--- src/rtl/power_of_8_pkg.sv ---
// Shared widths and engine timing for the power_of_8 engine and the arbiter in front of it.
package power_of_8_pkg;

  localparam int VALUE_W      = 32;
  localparam int RESULT_W     = 64;
  localparam int POW8_LATENCY = 3;

  // Index reached by stepping `offset` places up from `base`, wrapping at n.
  function automatic int rr_index(input int base, input int offset, input int n);
    int s;
    s = base + offset;
    return (s >= n) ? (s - n) : s;
  endfunction

endpackage

--- src/rtl/tag_fifo.sv ---
// In-order FIFO of requester IDs, one entry per operation outstanding in the engine.
module tag_fifo #(
  parameter int W     = 2,
  parameter int DEPTH = 4
) (
  input  logic                         clk,
  input  logic                         reset,
  input  logic                         push_i,
  input  logic [W-1:0]                 din_i,
  input  logic                         pop_i,
  output logic [W-1:0]                 dout_o,
  output logic                         full_o,
  output logic                         empty_o,
  output logic [$clog2(DEPTH+1)-1:0]   count_o
);

  localparam int AW    = (DEPTH > 1) ? $clog2(DEPTH) : 1;
  localparam int CNT_W = $clog2(DEPTH + 1);

  logic [W-1:0]     mem_q [DEPTH];
  logic [AW-1:0]    wr_ptr_q, wr_ptr_d;
  logic [AW-1:0]    rd_ptr_q, rd_ptr_d;
  logic [CNT_W-1:0] count_q, count_d;
  logic             push_eff, pop_eff;

  assign full_o   = (count_q == CNT_W'(DEPTH));
  assign empty_o  = (count_q == '0);
  assign count_o  = count_q;
  assign push_eff = push_i && !full_o;
  assign pop_eff  = pop_i && !empty_o;

  // Head is read combinationally so the tag is available in the same cycle as the engine result.
  assign dout_o = mem_q[rd_ptr_q];

  always_comb begin
    wr_ptr_d = wr_ptr_q;
    rd_ptr_d = rd_ptr_q;
    if (push_eff) begin
      wr_ptr_d = (wr_ptr_q == AW'(DEPTH - 1)) ? '0 : wr_ptr_q + 1'b1;
    end
    if (pop_eff) begin
      rd_ptr_d = (rd_ptr_q == AW'(DEPTH - 1)) ? '0 : rd_ptr_q + 1'b1;
    end
    count_d = count_q + CNT_W'(push_eff) - CNT_W'(pop_eff);
  end

  always_ff @(posedge clk) begin
    if (reset) begin
      wr_ptr_q <= '0;
      rd_ptr_q <= '0;
      count_q  <= '0;
    end else begin
      wr_ptr_q <= wr_ptr_d;
      rd_ptr_q <= rd_ptr_d;
      count_q  <= count_d;
    end
  end

  always_ff @(posedge clk) begin
    if (push_eff) begin
      mem_q[wr_ptr_q] <= din_i;
    end
  end

endmodule

--- src/rtl/power_of_8_arbiter.sv ---
// Round-robin front end sharing one power_of_8 engine between N_REQ requesters,
// routing each in-order engine result back to the requester that issued it.
module power_of_8_arbiter
  import power_of_8_pkg::*;
#(
  parameter int N_REQ     = 4,
  parameter int ID_W      = 2,
  parameter int TAG_DEPTH = 4
) (
  input  logic                       clk,
  input  logic                       reset,
  input  logic [N_REQ-1:0]           i_req_valid,
  output logic [N_REQ-1:0]           o_req_ready,
  input  logic [N_REQ*VALUE_W-1:0]   i_req_value,
  output logic                       o_eng_valid,
  output logic [VALUE_W-1:0]         o_eng_value,
  input  logic                       i_eng_valid,
  input  logic [RESULT_W-1:0]        i_eng_result,
  output logic                       o_rsp_valid,
  output logic [ID_W-1:0]            o_rsp_id,
  output logic [RESULT_W-1:0]        o_rsp_result,
  output logic                       o_busy,
  output logic                       o_err
);

  localparam int CNT_W = $clog2(TAG_DEPTH + 1);

  logic [VALUE_W-1:0]  req_value [N_REQ];

  logic [ID_W-1:0]     ptr_q, ptr_d;
  logic [ID_W-1:0]     winner, cand;
  logic                found, can_issue, fire;

  logic                eng_valid_q, eng_valid_d;
  logic [VALUE_W-1:0]  eng_value_q, eng_value_d;
  logic                rsp_valid_q, rsp_valid_d;
  logic [ID_W-1:0]     rsp_id_q, rsp_id_d;
  logic [RESULT_W-1:0] rsp_result_q, rsp_result_d;
  logic                err_q, err_d;

  logic                fifo_pop, fifo_full, fifo_empty;
  logic [ID_W-1:0]     fifo_head;
  logic [CNT_W-1:0]    fifo_count;

  generate
    for (genvar gi = 0; gi < N_REQ; gi++) begin : g_req
      assign req_value[gi]   = i_req_value[gi*VALUE_W +: VALUE_W];
      assign o_req_ready[gi] = fire && (winner == ID_W'(gi));
    end
  endgenerate

  // Full means fifo_count has reached TAG_DEPTH; a same-cycle pop is not credited until next cycle.
  assign can_issue = !fifo_full;
  assign fire      = found && can_issue;

  always_comb begin
    found  = 1'b0;
    winner = ptr_q;
    cand   = ptr_q;
    for (int i = 0; i < N_REQ; i++) begin
      cand = ID_W'(rr_index(int'(ptr_q), i, N_REQ));
      if (!found && i_req_valid[cand]) begin
        found  = 1'b1;
        winner = cand;
      end
    end
  end

  assign fifo_pop = i_eng_valid && !fifo_empty;

  always_comb begin
    ptr_d        = ptr_q;
    eng_valid_d  = fire;
    eng_value_d  = eng_value_q;
    rsp_valid_d  = fifo_pop;
    rsp_id_d     = rsp_id_q;
    rsp_result_d = rsp_result_q;
    err_d        = err_q;
    if (fire) begin
      eng_value_d = req_value[winner];
      ptr_d       = (winner == ID_W'(N_REQ - 1)) ? '0 : winner + 1'b1;
    end
    if (fifo_pop) begin
      rsp_id_d     = fifo_head;
      rsp_result_d = i_eng_result;
    end
    // A result with no tag outstanding means the engine and arbiter have lost sync.
    if (i_eng_valid && fifo_empty) begin
      err_d = 1'b1;
    end
  end

  always_ff @(posedge clk) begin
    if (reset) begin
      ptr_q        <= '0;
      eng_valid_q  <= 1'b0;
      eng_value_q  <= '0;
      rsp_valid_q  <= 1'b0;
      rsp_id_q     <= '0;
      rsp_result_q <= '0;
      err_q        <= 1'b0;
    end else begin
      ptr_q        <= ptr_d;
      eng_valid_q  <= eng_valid_d;
      eng_value_q  <= eng_value_d;
      rsp_valid_q  <= rsp_valid_d;
      rsp_id_q     <= rsp_id_d;
      rsp_result_q <= rsp_result_d;
      err_q        <= err_d;
    end
  end

  tag_fifo #(
    .W     (ID_W),
    .DEPTH (TAG_DEPTH)
  ) u_tag_fifo (
    .clk     (clk),
    .reset   (reset),
    .push_i  (fire),
    .din_i   (winner),
    .pop_i   (fifo_pop),
    .dout_o  (fifo_head),
    .full_o  (fifo_full),
    .empty_o (fifo_empty),
    .count_o (fifo_count)
  );

  assign o_eng_valid  = eng_valid_q;
  assign o_eng_value  = eng_value_q;
  assign o_rsp_valid  = rsp_valid_q;
  assign o_rsp_id     = rsp_id_q;
  assign o_rsp_result = rsp_result_q;
  assign o_err        = err_q;
  assign o_busy       = (fifo_count != '0) || eng_valid_q;

endmodule
--- config.mk ---
export PLATFORM = sky130hd
export DESIGN_NAME = power_of_8_arbiter
export DESIGN_NICKNAME = d
export VERILOG_FILES = /design/src/rtl/power_of_8_pkg.sv /design/src/rtl/tag_fifo.sv /design/src/rtl/power_of_8_arbiter.sv
export SDC_FILE = /design/constraint.sdc
export NUM_CORES = 1
export LEC_CHECK = 0
export CORE_AREA = 5 5 114 116
export DETAILED_ROUTE_END_ITERATION = 10
export DIE_AREA = 0 0 119 121
export DONT_BUFFER_PORTS = 1
export SKIP_LAST_GASP = 1
export SLEW_MARGIN = 10
export SYNTH_ARGS = -nofsm -noshare
export SYNTH_HDL_FRONTEND = slang
export SYNTH_SLANG_ARGS = --single-unit
--- constraint.sdc ---
create_clock -name clk -period 4.7 [get_ports clk]
set_clock_uncertainty 0.15 [all_clocks]
set_input_delay 0.705 -clock clk [delete_from_list [all_inputs] [get_ports clk]]
set_output_delay 0.705 -clock clk [all_outputs]
set_load 0.05 [all_outputs]
==> metrics, run 1 <==
Worst Hold Class=input pin to flop; share of flip-flops with an asynchronous set or reset=0%; max_cap viols=0; mean post-synth cell area=between 9 and 10 µm²; Tmin final=3070 ps; Slew Limit Fails=0; 1st-iter DRT viols=approximately 230; RSZ-0062 raised after global routing=no; crit path max fanout=8; Hold Crit Endpoint=o_rsp_result[18]$_SDFFE_PP0P_; Core Rows=40; most frequent cells in the layout=175 x nand2_1, 110 x dfxtp_1, 74 x a21oi_1; Final TNS setup=0 ps; Syn Nets=approximately 780; Die Y=121 µm; Startpoint Class=flop; root buffer cell=clkbuf_16; die area=around 0.014 mm²; Synth Cell Area=~0.0052 mm²; hpwl dp=10.6 mm; routed length per instance=about 20 µm; Layout Area Growth over Synthesis=10.3%; Pwr per Cell Area=about 800 mW/mm²; CTS H-Tree Depth=4; reg2reg end=o_eng_value[3]$_SDFFE_PP0P_; Post-CTS Setup Bufs=0; fmax=326 MHz; drt drc=0; antenna cells=0; worst skew pair latency=around 400 ps; Pwr Total=between 4 and 5 mW; # hold bufs at CTS=0; GP Congestion=slightly below 0.8; Num CTS Buffers=17; number of global-route vias before repair=~4,000; reg-to-reg slack, setup=slightly above 2000 ps; Placeable Area=0.0118 mm²; final hold vios=0; Die Wd=between 100 and 150 µm; first-pass GRT wire length=roughly 21 mm; port bufs=0; initial core utilization=43.8%; Worst-Margin Slew=around 1100 ps; Slew headroom=a little under 30%; total grt overflow=0; initial antenna violation count=0; Top FF cell, synth=dfxtp_1; filler cell count=roughly 1,100; R2R cell count=6; Yosys warnings=0; Max Root-Sink Buffers=2; Top Ports=between 300 and 400; Via Count=roughly 4,000; Synth Register Bits=~120; Critical Path AT=2210 ps; hold depth=1; Post-synth EDFFs=8; Pre-antenna DRT Iters=4; peak supply drop=438 µV; library cells used by synthesis=34; post-synthesis cell count=about 570; status=finished, final reports clean; leakage power=about 2.2 nW; final period utilization=65.3%; critical path class=flop to output pin; CTS tree=done; sequential share of the synthesized area=47.2%; gr usage total=18.7%; vias per cell=between 5 and 6; largest net degree at the start of global routing=80; commonest non-fill, non-tap cell in the layout=nand2_1; antenna viol nets, final=0; NumNets Final=around 760; final wirelength=between 10 and 15 mm; Critical Path RT=3850 ps; layout cell share with drive strength beyond 1=under 10%; Sinks on Clock Net=118; crit end category=output pin; R2R Path Start=ptr_q[0]$_SDFFE_PP0P_; clock slew at reported path FFs=~50 ps; endpoints failing setup=0; hold_sp=reset; post-CTS sizing=0
## layer usage
| layer | track usage, % | vias to the layer above | part of all wire (%) |
|---|---|---|---|
| li1 | - | 1913 | - |
| met3 | 8.72 | 33 | 10 |
| met2 | 31.1 | 221 | 49 |
| met4 | 10.4 | 0 | 3.7 |
| met1 | 19.7 | 1824 | 37 |
| met5 | 0 | - | 0 |
## cell families (layout without fill, tap and decap cells)
logic type,count (synthesis),in the layout,share of synthesized area [%]
compound gates,111,111,14.9
xor+xnor,2,2,0.339
fa+ha+maj,12,12,3.05
buf+inv,52,47,5.32
flops,118,118,47.2
mux,66,66,13.3
simple gates,206,206,15.9
## area by class of cell
type / instances / area, µm² / area share [%]
flip-flops and latches: 118 / 2440 / 42.8
repair buffers: 6 / 45.0 / 0.790
multi-input cells: 397 / 2460 / 43.1
clock inverters: 3 / 17.5 / 0.307
clock buffers: 27 / 513 / 9.00
inverters: 11 / 41.3 / 0.724
well taps: 147 / 184 / 3.23
## worst max-delay path by stage
| stage | cells past startpoint | start | slack, ps | end |
|---|---|---|---|---|
| after detailed placement | 6 | i_req_valid[0] | 1680 | o_eng_value[27]$_SDFFE_PP0P_ |
| after global routing | 6 | ptr_q[1]$_SDFFE_PP0P_ | 1490 | o_req_ready[0] |
| after global placement | 6 | i_req_valid[2] | 1750 | o_eng_value[3]$_SDFFE_PP0P_ |
| after floorplan | 7 | i_req_valid[2] | 1650 | o_req_ready[3] |
| after CTS | 6 | ptr_q[1]$_SDFFE_PP0P_ | 1620 | o_req_ready[1] |
| final | 6 | ptr_q[1]$_SDFFE_PP0P_ | 1630 | o_req_ready[1] |
## registers in the layout, indices dropped and copies added, names as in the netlist
name,count
u_tag_fifo.wr_ptr_q,2
o_rsp_valid,1
o_eng_value,32
o_eng_valid,1
ptr_q,2
o_rsp_result,64
o_rsp_id,2
u_tag_fifo.rd_ptr_q,2
u_tag_fifo.count_o,3
o_err,1
u_tag_fifo.mem_q,8
## power breakdown
| group | total, mW | internal (mW) | switching, mW |
|---|---|---|---|
| clock network | 1.14 | 0.735 | 0.404 |
| registers | 2.30 | 1.31 | 0.994 |
| logic | 1.12 | 0.446 | 0.679 |
## synthesized netlist by cell type, types with 2 or more instances
master    instances  area (µm²)
dfxtp_1         110        2200
buf_2            14        70.1
or3_1             2        12.5
buf_12            2        40.0
a21oi_1          74         370
inv_1             7        26.3
nor3_1            3        15.0
and2_1            8        50.1
mux2i_1          64         641
mux4_2            2        45.0
inv_2             4        15.0
o221ai_2         10         150
nor2b_1           2        12.5
nand2_1         175         657
edfxtp_1          8         240
buf_4             3        22.5
nor2_1           10        37.5
o221ai_1         22         193
clkbuf_1         19        71.3
nand2b_1          4        25.0
ha_1             11         138
## stage by stage
step	worst slack (ps)	util, %	hold slack [ps]	instances	cell area (µm²)
after global placement	1750	43.8	324	679	5170
after floorplan	1650	-	303	567	5170
final	1630	48.3	222	709	5700
after global routing	1490	48.3	195	709	5700
after CTS	1620	48.3	202	709	5700
after detailed placement	1680	43.8	336	679	5170
## critical path: stages, from the launching register on
cell,delay [ps]
dfxtp_1,370
or3_1,380
o2111ai_1,120
nand2_1,230
inv_1,140
ha_1,140
and2_1,430
Power figures use the tool's default switching activity.
==> run 2, diff against run 1 <==
==> constraint.sdc (replaced) <==
create_clock -name clk -period 2.66 [get_ports clk]
set_clock_uncertainty 0.15 [all_clocks]
set_input_delay 0.399 -clock clk [delete_from_list [all_inputs] [get_ports clk]]
set_output_delay 0.399 -clock clk [all_outputs]
set_load 0.05 [all_outputs]
==> run 2 against run 1 <==
  * Global-route usage increased by 1.8 points
  * Core utilization grew 6.6 points
  * Sequential cell count unchanged
  * Highest routed layer unchanged
  * Combinational power grew 93%
  * Largest power group unchanged
  * Largest cell class unchanged
  * Count of clock-buffer cells in the layout fell by 2
  * Worst hold slack lost 190 ps
  * Power is 87% higher
  * Sequential power up 77%
==> metrics, run 2 (synthesized netlist as in run 1, its figures left out) <==
Num CTS Buffers=17 (unchanged); Pre-antenna DRT Iters=5 (was 4); port bufs=0 (unchanged); Pwr per Cell Area=1320 mW/mm² (was 801 mW/mm²); crit end category=output pin (unchanged); NumNets Final=830 (was 762); Placeable Area=0.0118 mm² (unchanged); drt drc=0 (unchanged); total grt overflow=0 (unchanged); crit path max fanout=6 (was 8); CP cell instances=or3_1 > o2111ai_1 > nand2_2 > ha_1 > and2_1 > buf_4 (was or3_1 > o2111ai_1 > nand2_1 > inv_1 > ha_1 > and2_1); 1st-iter DRT viols=233 (was 227); max_cap viols=0 (unchanged); worst skew pair latency=400 ps (about the same); Critical Path RT=2110 ps (was 3850 ps); CP top delay family=simple AND/OR/NAND/NOR gates (unchanged); clock slew at reported path FFs=50 ps (about the same); Max Root-Sink Buffers=2 (unchanged); gr usage total=20.5% (was 18.7%); initial core utilization=43.8% (unchanged); leakage power=2.54 nW (was 2.19 nW); Startpoint Class=flop (unchanged); CTS tree=done (unchanged); Die Y=121 µm (unchanged); Bufs and invs on worst path=1 (unchanged); number of global-route vias before repair=4,226 (was 3,983); routed length per instance=19.8 µm (about the same); commonest non-fill, non-tap cell in the layout=nand2_1 (unchanged); peak supply drop=683 µV (was 438 µV); die area=0.0144 mm² (unchanged); Worst-Margin Slew=687 ps (was 1060 ps); Hold Slack=26.9 ps (was 222 ps); Max stage delay on crit path=390 ps (was 430 ps); max reg flops=64 (unchanged); antenna cells=0 (unchanged); most frequent cells in the layout=174 x nand2_1, 110 x dfxtp_1, 74 x a21oi_1 (was 175 x nand2_1, 110 x dfxtp_1, 74 x a21oi_1); hold depth=2 (was 1); CP Depth=6 (unchanged); Crit-path slowest cell=or3_1 (was and2_1); final wirelength=15.4 mm (was 14.1 mm); Worst Hold Class=input pin to flop (unchanged); status=finished, final reports clean (unchanged); fmax=roughly 390 MHz; Sinks on Clock Net=118 (unchanged); final period utilization=96.6%; antenna viol nets, final=0 (unchanged); initial antenna violation count=0 (unchanged); Die Wd=119 µm (unchanged); Layout Area Growth over Synthesis=25.3% (was 10.3%); Tmin final=roughly 2600 ps; root buffer cell=clkbuf_16 (unchanged); vias per cell=5.56 (was 5.63); critical path class=flop to output pin (unchanged); R2R cell count=6 (unchanged); Core Rows=40 (unchanged); Slew Limit Fails=0 (unchanged); Critical Path AT=2020 ps (was 2210 ps); final hold vios=0 (unchanged); endpoints failing setup=0 (unchanged); largest net degree at the start of global routing=79 (was 80); Final TNS setup=0 ps (unchanged); first-pass GRT wire length=23.2 mm (was 21.2 mm); Slew headroom=54.2% (was 29.0%); Via Count=4,330 (was 3,991); CTS H-Tree Depth=4 (unchanged); final core occ=54.8% (was 48.3%); hpwl dp=10.6 mm (about the same); layout cell share with drive strength beyond 1=9.81% (was 9.25%); GP Congestion=0.800 (was 0.795); Top Ports=305 (unchanged)
==> run 2: per-layer routing <==
layer	up-vias	global-route usage (%)	wire (µm)
li1	2053	-	-
met1	2006	21.1	5480
met2	245	35.5	7930
met3	26	9.65	1610
met4	0	9.27	370
met5	-	0	0
==> run 2: through the flow <==
stage | instance area (µm²) | total power [mW] | setup slack (ps) | instances
final | 6480 | 8.54 | 89.3 | 779
after global routing | 6480 | 8.96 | -33.1 | 779
after CTS | 6470 | 8.60 | 6.39 | 778
after detailed placement | 5210 | 6.18 | 415 | 683
after global placement | 5210 | 6.09 | 446 | 683
after floorplan | 5170 | 5.79 | 32.2 | 567
==> run 2: worst paths after layout <==
kind                                            start                                  end  slack, ps
setup / recovery                ptr_q[1]$_SDFFE_PP0P_                       o_req_ready[3]         90
hold / removal                       i_eng_result[41]        o_rsp_result[41]$_SDFFE_PP0P_         30
setup reg to reg     u_tag_fifo.count_o[2]$_SDFF_PP0_        o_rsp_result[15]$_SDFFE_PP0P_        250
hold reg to reg   u_tag_fifo.wr_ptr_q[1]$_SDFFE_PP0P_  u_tag_fifo.wr_ptr_q[1]$_SDFFE_PP0P_        360
==> run 2: layout make-up <==
class,instances,area [µm²]
fillers,1012,5330
inverters,11,41.3
clock inverters,7,88.8
clock buffers,25,518
well taps,147,184
repair buffers,74,743
multi-input cells,397,2460
flip-flops and latches,118,2440
==> run 2: repair_timing <==
item / CTS / global route
resized for setup: 0 / 1
setup buffers: 0 / 1
hold buffers: 63 / 0
hold endpoints to repair: 78 / 0
setup endpoints to repair: 0 / 4
==> run 2: power by group <==
| group | leakage, nW | switching, mW | internal (mW) |
|---|---|---|---|
| registers | 0.981 | 1.77 | 2.31 |
| logic | 1.26 | 1.26 | 0.903 |
| clock network | 0.301 | 0.764 | 1.54 |
| total | 2.54 | 3.79 | 4.74 |
